File: src/rtl/multicycle_control_unit_if.sv
// Control-unit <-> datapath bundle: opcode/memory handshake in, datapath control strobes out.
// master = control unit, slave = datapath side.
interface multicycle_control_unit_if #(
   parameter int unsigned OP_W    = 6,
   parameter int unsigned ALUOP_W = 3,
   parameter int unsigned STATE_W = 4
);
   logic [OP_W-1:0]    op;
   logic               mem_ready;
   logic               PCWrite;
   logic               PCWriteCond;
   logic               PCWriteCondNe;
   logic               IorD;
   logic               MemRead;
   logic               MemWrite;
   logic               IRWrite;
   logic               MemtoReg;
   logic               RegDst;
   logic               RegWrite;
   logic               ALUSrcA;
   logic [1:0]         ALUSrcB;
   logic [1:0]         PCSource;
   logic [ALUOP_W-1:0] ALUOp;
   logic               illegal_op;
   logic [STATE_W-1:0] state_dbg;

   modport master (
      input  op, mem_ready,
      output PCWrite, PCWriteCond, PCWriteCondNe, IorD, MemRead, MemWrite, IRWrite,
             MemtoReg, RegDst, RegWrite, ALUSrcA, ALUSrcB, PCSource, ALUOp,
             illegal_op, state_dbg
   );

   modport slave (
      output op, mem_ready,
      input  PCWrite, PCWriteCond, PCWriteCondNe, IorD, MemRead, MemWrite, IRWrite,
             MemtoReg, RegDst, RegWrite, ALUSrcA, ALUSrcB, PCSource, ALUOp,
             illegal_op, state_dbg
   );
endinterface

File: src/rtl/multicycle_control_unit.sv
// Multi-cycle MIPS-subset control FSM: fetch/decode/execute/memory/writeback sequencing
// with a memory-ready handshake and illegal-opcode flagging.
module multicycle_control_unit #(
   parameter int unsigned OP_W     = 6,
   parameter int unsigned ALUOP_W  = 3,
   parameter int unsigned MEM_WAIT = 1,
   parameter int unsigned STATE_W  = 4
) (
   input  logic                       clk,
   input  logic                       rst_n,
   multicycle_control_unit_if.master  bus
);

   localparam logic [OP_W-1:0] OP_RTYPE = OP_W'(6'b000000);
   localparam logic [OP_W-1:0] OP_LW    = OP_W'(6'b100011);
   localparam logic [OP_W-1:0] OP_SW    = OP_W'(6'b101011);
   localparam logic [OP_W-1:0] OP_BEQ   = OP_W'(6'b000100);
   localparam logic [OP_W-1:0] OP_BNE   = OP_W'(6'b000101);
   localparam logic [OP_W-1:0] OP_J     = OP_W'(6'b000010);
   localparam logic [OP_W-1:0] OP_ADDI  = OP_W'(6'b001000);
   localparam logic [OP_W-1:0] OP_ANDI  = OP_W'(6'b001100);

   typedef enum logic [3:0] {
      S_FETCH    = 4'd0,
      S_DECODE   = 4'd1,
      S_MEMADDR  = 4'd2,
      S_MEMRD    = 4'd3,
      S_MEMWB    = 4'd4,
      S_MEMWR    = 4'd5,
      S_RTYPE_EX = 4'd6,
      S_RTYPE_WB = 4'd7,
      S_BRANCH   = 4'd8,
      S_JUMP     = 4'd9,
      S_IMM_EX   = 4'd10,
      S_IMM_WB   = 4'd11
   } state_e;

   state_e          state_q, state_d;
   logic [OP_W-1:0] op_q;
   logic            mem_go;
   logic            op_legal;

   // Memory states complete on mem_ready, or unconditionally when waiting is disabled.
   assign mem_go   = (MEM_WAIT == 0) || bus.mem_ready;
   assign op_legal = (bus.op == OP_RTYPE) || (bus.op == OP_LW)   || (bus.op == OP_SW)  ||
                     (bus.op == OP_BEQ)   || (bus.op == OP_BNE)   || (bus.op == OP_J)   ||
                     (bus.op == OP_ADDI)  || (bus.op == OP_ANDI);
   assign bus.state_dbg = STATE_W'(state_q);

   // State register
   always_ff @(posedge clk or negedge rst_n) begin
      if (!rst_n) state_q <= S_FETCH;
      else        state_q <= state_d;
   end

   // Opcode latch: later states ignore the live op
   always_ff @(posedge clk or negedge rst_n) begin
      if (!rst_n)                   op_q <= '0;
      else if (state_q == S_DECODE) op_q <= bus.op;
   end

   // Next-state logic
   always_comb begin
      state_d = S_FETCH;
      case (state_q)
         S_FETCH:    state_d = mem_go ? S_DECODE : S_FETCH;
         S_DECODE: begin
            if      (bus.op == OP_RTYPE)                     state_d = S_RTYPE_EX;
            else if ((bus.op == OP_LW) || (bus.op == OP_SW)) state_d = S_MEMADDR;
            else if ((bus.op == OP_BEQ) || (bus.op == OP_BNE)) state_d = S_BRANCH;
            else if (bus.op == OP_J)                         state_d = S_JUMP;
            else if ((bus.op == OP_ADDI) || (bus.op == OP_ANDI)) state_d = S_IMM_EX;
            else                                             state_d = S_FETCH;
         end
         S_MEMADDR:  state_d = (op_q == OP_SW) ? S_MEMWR : S_MEMRD;
         S_MEMRD:    state_d = mem_go ? S_MEMWB : S_MEMRD;
         S_MEMWB:    state_d = S_FETCH;
         S_MEMWR:    state_d = mem_go ? S_FETCH : S_MEMWR;
         S_RTYPE_EX: state_d = S_RTYPE_WB;
         S_RTYPE_WB: state_d = S_FETCH;
         S_BRANCH:   state_d = S_FETCH;
         S_JUMP:     state_d = S_FETCH;
         S_IMM_EX:   state_d = S_IMM_WB;
         S_IMM_WB:   state_d = S_FETCH;
         default:    state_d = S_FETCH;
      endcase
   end

   // Output decode; everything is forced low while reset is held
   always_comb begin
      bus.PCWrite       = 1'b0;
      bus.PCWriteCond   = 1'b0;
      bus.PCWriteCondNe = 1'b0;
      bus.IorD          = 1'b0;
      bus.MemRead       = 1'b0;
      bus.MemWrite      = 1'b0;
      bus.IRWrite       = 1'b0;
      bus.MemtoReg      = 1'b0;
      bus.RegDst        = 1'b0;
      bus.RegWrite      = 1'b0;
      bus.ALUSrcA       = 1'b0;
      bus.ALUSrcB       = 2'b00;
      bus.PCSource      = 2'b00;
      bus.ALUOp         = '0;
      bus.illegal_op    = 1'b0;
      if (rst_n) begin
         case (state_q)
            S_FETCH: begin
               bus.MemRead = 1'b1;
               bus.ALUSrcB = 2'b01;
               bus.IRWrite = mem_go;
               bus.PCWrite = mem_go;
            end
            S_DECODE: begin
               bus.ALUSrcB    = 2'b11;
               bus.illegal_op = !op_legal;
            end
            S_MEMADDR: begin
               bus.ALUSrcA = 1'b1;
               bus.ALUSrcB = 2'b10;
            end
            S_MEMRD: begin
               bus.MemRead = 1'b1;
               bus.IorD    = 1'b1;
            end
            S_MEMWB: begin
               bus.RegWrite = 1'b1;
               bus.MemtoReg = 1'b1;
            end
            S_MEMWR: begin
               bus.MemWrite = 1'b1;
               bus.IorD     = 1'b1;
            end
            S_RTYPE_EX: begin
               bus.ALUSrcA = 1'b1;
               bus.ALUOp   = ALUOP_W'(3'b010);
            end
            S_RTYPE_WB: begin
               bus.RegWrite = 1'b1;
               bus.RegDst   = 1'b1;
            end
            S_BRANCH: begin
               bus.ALUSrcA       = 1'b1;
               bus.ALUOp         = ALUOP_W'(3'b001);
               bus.PCSource      = 2'b01;
               bus.PCWriteCond   = (op_q == OP_BEQ);
               bus.PCWriteCondNe = (op_q == OP_BNE);
            end
            S_JUMP: begin
               bus.PCWrite  = 1'b1;
               bus.PCSource = 2'b10;
               bus.ALUOp    = ALUOP_W'(3'b111);
            end
            S_IMM_EX: begin
               bus.ALUSrcA = 1'b1;
               bus.ALUSrcB = 2'b10;
               bus.ALUOp   = (op_q == OP_ANDI) ? ALUOP_W'(3'b100) : ALUOP_W'(3'b011);
            end
            S_IMM_WB: bus.RegWrite = 1'b1;
            default: ;
         endcase
      end
   end

endmodule

File: src/flat_wrapper.sv
// flat-port wrapper written by rule: the top's interface ports become plain ports
module multicycle_control_unit_flat 
#(
   parameter int unsigned OP_W     = 6,
   parameter int unsigned ALUOP_W  = 3,
   parameter int unsigned MEM_WAIT = 1,
   parameter int unsigned STATE_W  = 4
)
  (clk, rst_n, bus_op, bus_mem_ready, bus_PCWrite, bus_PCWriteCond, bus_PCWriteCondNe, bus_IorD, bus_MemRead, bus_MemWrite, bus_IRWrite, bus_MemtoReg, bus_RegDst, bus_RegWrite, bus_ALUSrcA, bus_ALUSrcB, bus_PCSource, bus_ALUOp, bus_illegal_op, bus_state_dbg);
  multicycle_control_unit_if #(.OP_W(OP_W), .ALUOP_W(ALUOP_W), .STATE_W(STATE_W)) bus_i ();
  input  logic clk;
  input  logic rst_n;
  input wire logic [$bits(bus_i.op)-1:0] bus_op;
  input wire logic [$bits(bus_i.mem_ready)-1:0] bus_mem_ready;
  output wire logic [$bits(bus_i.PCWrite)-1:0] bus_PCWrite;
  output wire logic [$bits(bus_i.PCWriteCond)-1:0] bus_PCWriteCond;
  output wire logic [$bits(bus_i.PCWriteCondNe)-1:0] bus_PCWriteCondNe;
  output wire logic [$bits(bus_i.IorD)-1:0] bus_IorD;
  output wire logic [$bits(bus_i.MemRead)-1:0] bus_MemRead;
  output wire logic [$bits(bus_i.MemWrite)-1:0] bus_MemWrite;
  output wire logic [$bits(bus_i.IRWrite)-1:0] bus_IRWrite;
  output wire logic [$bits(bus_i.MemtoReg)-1:0] bus_MemtoReg;
  output wire logic [$bits(bus_i.RegDst)-1:0] bus_RegDst;
  output wire logic [$bits(bus_i.RegWrite)-1:0] bus_RegWrite;
  output wire logic [$bits(bus_i.ALUSrcA)-1:0] bus_ALUSrcA;
  output wire logic [$bits(bus_i.ALUSrcB)-1:0] bus_ALUSrcB;
  output wire logic [$bits(bus_i.PCSource)-1:0] bus_PCSource;
  output wire logic [$bits(bus_i.ALUOp)-1:0] bus_ALUOp;
  output wire logic [$bits(bus_i.illegal_op)-1:0] bus_illegal_op;
  output wire logic [$bits(bus_i.state_dbg)-1:0] bus_state_dbg;
  assign bus_i.op = bus_op;
  assign bus_i.mem_ready = bus_mem_ready;
  assign bus_PCWrite = bus_i.PCWrite;
  assign bus_PCWriteCond = bus_i.PCWriteCond;
  assign bus_PCWriteCondNe = bus_i.PCWriteCondNe;
  assign bus_IorD = bus_i.IorD;
  assign bus_MemRead = bus_i.MemRead;
  assign bus_MemWrite = bus_i.MemWrite;
  assign bus_IRWrite = bus_i.IRWrite;
  assign bus_MemtoReg = bus_i.MemtoReg;
  assign bus_RegDst = bus_i.RegDst;
  assign bus_RegWrite = bus_i.RegWrite;
  assign bus_ALUSrcA = bus_i.ALUSrcA;
  assign bus_ALUSrcB = bus_i.ALUSrcB;
  assign bus_PCSource = bus_i.PCSource;
  assign bus_ALUOp = bus_i.ALUOp;
  assign bus_illegal_op = bus_i.illegal_op;
  assign bus_state_dbg = bus_i.state_dbg;
  multicycle_control_unit #(.OP_W(OP_W), .ALUOP_W(ALUOP_W), .MEM_WAIT(MEM_WAIT), .STATE_W(STATE_W)) u_core (.clk(clk), .rst_n(rst_n), .bus(bus_i));
endmodule
File: config.mk
export PLATFORM = sky130hd
export DESIGN_NAME = multicycle_control_unit_flat
export DESIGN_NICKNAME = d
export VERILOG_FILES = /design/src/rtl/multicycle_control_unit_if.sv /design/src/rtl/multicycle_control_unit.sv /design/src/flat_wrapper.sv
export SDC_FILE = /design/constraint.sdc
export NUM_CORES = 1
export LEC_CHECK = 0
export ABC_AREA = 1
export CORE_MARGIN = 2
export CORE_UTILIZATION = 46
export CTS_CLUSTER_DIAMETER = 100
export DETAILED_ROUTE_END_ITERATION = 6
export PLACE_DENSITY = 0.84
export SLEW_MARGIN = 10
export SYNTH_ARGS = -nofsm -noshare
export SYNTH_HDL_FRONTEND = slang
export SYNTH_SLANG_ARGS = --single-unit
export TNS_END_PERCENT = 30
File: constraint.sdc
create_clock -name clk -period 2.9 [get_ports clk]
set_input_delay 0.58 -clock clk [delete_from_list [all_inputs] [get_ports clk]]
set_output_delay 0.58 -clock clk [all_outputs]
set_load 0.005 [all_outputs]
==> results of run 1 <==
power by group:
group          switching (W)  internal [W]
combinational       0.000260      0.000211
sequential         0.0000709      0.000199
clock              0.0000445     0.0000478
synth_stat cells (all sizes together):
| master | count |
|---|---|
| nand3 | 15 |
| o21ai | 4 |
| nand4 | 4 |
| nor3 | 3 |
| o21a | 1 |
| nor2 | 32 |
| dfrtp | 10 |
| buf | 1 |
| nor4 | 1 |
| a31oi | 1 |
| a21oi | 4 |
| nand2 | 47 |
| inv | 15 |
| clkbuf | 1 |
metrics by stage:
stage	hold slack [ns]	utilization, %
after floorplan	0.2844	-
after global placement	0.5031	68.00
after detailed placement	0.5077	68.00
after CTS	0.5225	69.33
after global routing	0.5480	69.33
final	0.5279	69.33
registers in the layout, indices dropped and copies added (netlist names):
register,flops
u_core.op_q,6
u_core.bus.state_dbg,4
routing by layer:
metal  wire length, µm  GRT usage, %  vias up
met5                 0             0        -
met4                57         11.43        0
met3               109         2.381        7
met2              1094         43.89       35
met1               920         27.56      436
li1                  -             -      515
worst paths after layout:
kind	cells past startpoint	slack, ns	endpoint	start
min in group asynchronous	2	0.68	u_core.op_q[2]	rst_n
max in group asynchronous	2	2.05	u_core.bus.state_dbg[3]	rst_n
worst max register to register	4	1.58	u_core.op_q[5]	u_core.bus.state_dbg[3]
worst min-delay path	2	0.53	u_core.op_q[5]	u_core.op_q[5]
worst min register to register	2	0.53	u_core.op_q[5]	u_core.op_q[5]
worst max-delay path	6	0.17	bus_illegal_op	bus_op[4]
area by class of cell:
class | instances | area, µm²
sequential | 10 | 250.2
multi-input combinational | 112 | 495.5
timing repair buffer | 33 | 325.3
clock buffer | 3 | 22.52
tap | 17 | 21.27
inverter | 15 | 56.30
fill | 158 | 518.0
logic make-up after synthesis:
family | synth area share, %
buffers and inverters | 8.307
AO/OA/AOI/OAI | 7.078
AND/OR/NAND/NOR | 53.85
flip-flops | 30.77
worst min-delay path, cell delays in order (launching register included):
cell,delay [ns]
dfrtp_1,0.36
nand2_1,0.07
o21ai_0,0.06
==> impl_metrics.tcl, run 1 <==
set metrics [dict create \
    power_density_mw_per_mm2 711.4 \
    ys_warn_count 0 \
    cts_buffer_depth 2 \
    cts_inserted_buffers 3 \
    dieArea_mm2 0.002120 \
    preCtsSetupSlack_ns 0.1691 \
    ys_ff_latch 10 \
    routed_wl_mm 2.181 \
    ctsResizeCount 0 \
    synth_nets 148 \
    fmax_mhz 365.9 \
    ys_types 19 \
    min_period_ns 2.733 \
    cts_max_level 1 \
    vias 993 \
    path_class "in -> out" \
    min_path_type "reg -> reg" \
    ioPinCount 32 \
    outcome "finished clean" \
    drt-initial-drc-count 24 \
    clock_skew_ns 0.001820 \
    overflow 0 \
    dp_cells 187 \
    crit_path_top_delay_cell "clkdlybuf4s50_1" \
    ys_top_cells_by_area "dfrtp_1, nand2_1, nor2_1" \
    instances_no_fill 190 \
    dr.pass1.iters 4 \
    grt_pass1_wl_mm 3.663 \
    max_stage_delay_ns 0.45 \
    netlist_instances 139 \
    design_power_total_w 0.0008332 \
    synth.top_cell.area_share_pct 30.77 \
    worst_pin_slew_ns 0.4006 \
    fin_ws_ns 0.1668 \
    synth_top_cell_by_area "dfrtp_1" \
    slew-limit-headroom_pct 73.19 \
    avgRoutedWirePerCell_um 11.48 \
    numPortBuffers 31 \
    rows 15 \
    cap_violations 0 \
    critical_path.top_delay_family "buffers and inverters" \
    finalCritPeriodShare_pct 94.25 \
    die_h_um 46.05 \
    clk_pin_slew_ns 0.06 \
    grt_pass1_vias 888 \
    cp_cell_sequence "clkdlybuf4s50_1 -> nor2_1 -> nand3_1 -> nand3_1 -> nor2_1 -> clkdlybuf4s50_1" \
    final_common_cell "nand2_1" \
    layout_common_cells "nand2_1, clkdlybuf4s50_1, nor2_1" \
    crit_required_ns 2.32 \
    place_area_mm2 0.001149 \
    drive_above_1_share_pct 6.358 \
    ant_nets 0 \
    post_cts_buffers 0 \
    finalSetupViolCount 0 \
    dp_hpwl_mm 1.789 \
    ys_seq_area_share_pct 30.77 \
    hold_buffers 0 \
    irDropWorstVdd_mv 0.5090 \
    clkSinkCount 10 \
    clock_latency_ns 0.26 \
    design_area_mm2 0.001171 \
    tns_ns 0 \
    start_util_pct 48.15 \
    rsz0062_at_grt "false" \
    nets 184 \
    startpoint_type "input port" \
    drc 0 \
    fp.dieW_um 46.05 \
    synth_area_um2 813.3 \
    syn_area_per_cell_um2 5.851 \
    routabilityCongestion 0.9429 \
    leakagePower_nw 0.5794 \
    synthToLayoutAreaGrowth_pct 44.00 \
    critical_path.max_fanout 6 \
    finalHoldViolCount 0 \
    arrival_ns 2.15 \
    viasPerCell 5.226 \
    cts_root_buffer "clkbuf_4" \
    tritoncts "built" \
    grt.total_usage_pct 24.11 \
    cp_num_buf_inv 2 \
    coreArea_mm2 0.001689 \
    grt_max_degree 16 \
    drv_slew 0 \
    endpoint_kind "output pin" \
    antenna_found_initial 0 \
    diodes 0 \
]
No activity file was read; power rests on OpenSTA's default activity.
==> run 2, diff against run 1 <==
==> constraint.sdc (replaced) <==
create_clock -name clk -period 2.9 [get_ports clk]
set_input_delay 0.87 -clock clk [delete_from_list [all_inputs] [get_ports clk]]
set_output_delay 0.87 -clock clk [all_outputs]
set_load 0.005 [all_outputs]
==> run 2 against run 1 <==
Against the previous run:
- die area stayed put
- clock-buffer cell count up 1
- sequential share of layout area decreased by 2.0 points
- first-iteration DRC count increased by 8.3%
- maximum frequency down 4.7%
- register-to-register slack improved by 0.03 ns
- critical endpoint is now bus_RegWrite
- clock power rose by 31%
- critical path depth fell by 1
- largest cell class unchanged
==> impl_metrics.tcl, run 2 (synthesized netlist as in run 1, its figures left out) <==
set metrics [dict create \
    routabilityCongestion 0.9739 \
    routed_wl_mm 2.291 \
    clock_latency_ns 0.26 \
    finalCritPeriodShare_pct 98.89 \
    r2r_start "u_core.bus.state_dbg[1]" \
    coreArea_mm2 0.001689 \
    largest_register_ffs 6 \
    rsz0062_at_grt "true" \
    cts_inserted_buffers 3 \
    worst_pin_slew_ns 0.2910 \
    fp.dieW_um 46.05 \
    dp_cells 199 \
    regArea_um2 250.2 \
    clkSinkCount 10 \
    p_int_w 0.0005013 \
    drive_above_1_share_pct 15.59 \
    final_common_cell "nand2_1" \
    design_area_mm2 0.001294 \
    cts_max_level 1 \
    place_area_mm2 0.001239 \
    hold_path_end "u_core.op_q[4]" \
    tns_ns 0 \
    slew-limit-headroom_pct 80.60 \
    hold_buffers 0 \
    finalSetupViolCount 0 \
    tritoncts "built" \
    dp_hpwl_mm 1.882 \
    fin_hold_ws_ns 0.5309 \
    ioPinCount 32 \
    start_util_pct 48.15 \
    viasPerCell 5.143 \
    critical_path.top_delay_family "buffers and inverters" \
    cp_cell_sequence "dlygate4sd2_1 -> buf_6 -> nand2_1 -> a21oi_1 -> clkdlybuf4s50_1" \
    dr.pass1.iters 4 \
    endpoint_kind "output pin" \
    antenna_found_initial 0 \
    crit_required_ns 2.03 \
    grt_pass1_vias 938 \
    leakagePower_nw 0.6968 \
    drv_slew 0 \
    p_switching_w 0.0003889 \
    pwr-share-seq_pct 30.9 \
    die_h_um 46.05 \
    nFillCells 149 \
    irDropWorstVdd_mv 0.4506 \
    cts_root_buffer "clkbuf_4" \
    rows 15 \
    cts_buffer_depth 2 \
    path_class "in -> out" \
    reg2reg_depth 6 \
    power_frac_comb_pct 55.5 \
    min_path_type "reg -> reg" \
    instances_no_fill 203 \
    clock_skew_ns 0.006590 \
    clk_pin_slew_ns 0.07 \
    numPortBuffers 31 \
    startpoint_type "input port" \
    min_period_ns 2.868 \
    regMostFlops "u_core.op_q" \
    avgRoutedWirePerCell_um 11.29 \
    grt_max_degree 16 \
    cap_violations 0 \
    hold_start "u_core.op_q[4]" \
    vias 1044 \
    layout_common_cells "nand2_1, nor2_1, clkdlybuf4s50_1" \
    synthToLayoutAreaGrowth_pct 59.08 \
    fmax_mhz 348.7 \
    grt_pass1_wl_mm 3.843 \
    grt.total_usage_pct 24.61 \
    critical_path.max_fanout 15 \
    diodes 0 \
    ant_nets 0 \
    reg2reg_setup_slack_ns 1.61 \
    max_stage_delay_ns 0.52 \
    switching_share_pct 43.68 \
    holdPathStages 2 \
    drt-initial-drc-count 26 \
    pwr-share-clk_pct 13.6 \
    dieArea_mm2 0.002120 \
    cp_num_buf_inv 3 \
    timing.rr.end "u_core.bus.state_dbg[0]" \
    finalHoldViolCount 0 \
    post_cts_buffers 0 \
    nets 196 \
    drc 0 \
    power_density_mw_per_mm2 688.1 \
    outcome "finished clean" \
    arrival_ns 2.00 \
    overflow 0 \
    multiInputGateArea_um2 518.0 \
    crit_path_top_delay_cell "clkdlybuf4s50_1" \
]
## run 2: routing by layer
| metal | global-route usage [%] | routed length, µm | share of wire (%) |
|---|---|---|---|
| met2 | 45.56 | 1221 | 53 |
| met4 | 6.857 | 28 | 1.2 |
| met1 | 29.58 | 939 | 41 |
| met5 | 0 | 0 | 0 |
| met3 | 2.381 | 102 | 4.5 |
## run 2: final cells by class
| cell class | count | share of cell area [%] |
|---|---|---|
| Clock buffer | 4 | 2.805 |
| Inverter | 15 | 4.352 |
| Multi-Input combinational cell | 112 | 40.04 |
| Sequential cell | 10 | 19.34 |
| Tap cell | 17 | 1.644 |
| Timing Repair Buffer | 45 | 31.82 |
## run 2: what timing repair did
item / 4_1_cts / 5_1_grt
resized for setup: 14 / 6
endpoints found under the setup margin: 19 / 7
pin swaps: 1 / 0
## run 2: worst max-delay path by stage
stage | slack [ns] | cells past startpoint | endpoint | start
after detailed placement | -0.32 | 6 | bus_PCWriteCondNe | rst_n
after floorplan | 0.63 | 4 | bus_illegal_op | bus_op[4]
after CTS | -0.07 | 4 | bus_IRWrite | bus_mem_ready
after global placement | -0.30 | 6 | bus_illegal_op | bus_op[4]
after global routing | -0.05 | 5 | bus_RegWrite | rst_n
final | 0.03 | 5 | bus_RegWrite | rst_n
## run 2: power by group through the flow
stage | logic (W) | clock network [W] | registers (W)
detailed placement | 0.000501 | 0 | 0.000274
global route | 0.000561 | 0.000131 | 0.000287
global placement | 0.000496 | 0 | 0.000267
CTS | 0.000493 | 0.000121 | 0.000271
floorplan | 0.000283 | 0 | 0.000261
finish | 0.000494 | 0.000121 | 0.000275
## run 2: stage by stage
step | utilization, % | setup slack (ns) | power [W]
floorplan | - | 0.6285 | 0.0005439
CTS | 75.26 | -0.06629 | 0.0008861
detailed placement | 73.33 | -0.3241 | 0.0007750
global route | 76.59 | -0.04651 | 0.0009788
global placement | 73.33 | -0.2999 | 0.0007630
finish | 76.59 | 0.03232 | 0.0008902
## run 2: tightest hold or removal path: stages, from the launching register on
cell     delay (ns)
dfrtp_1        0.38
nand2_1        0.06
nand2_1        0.05
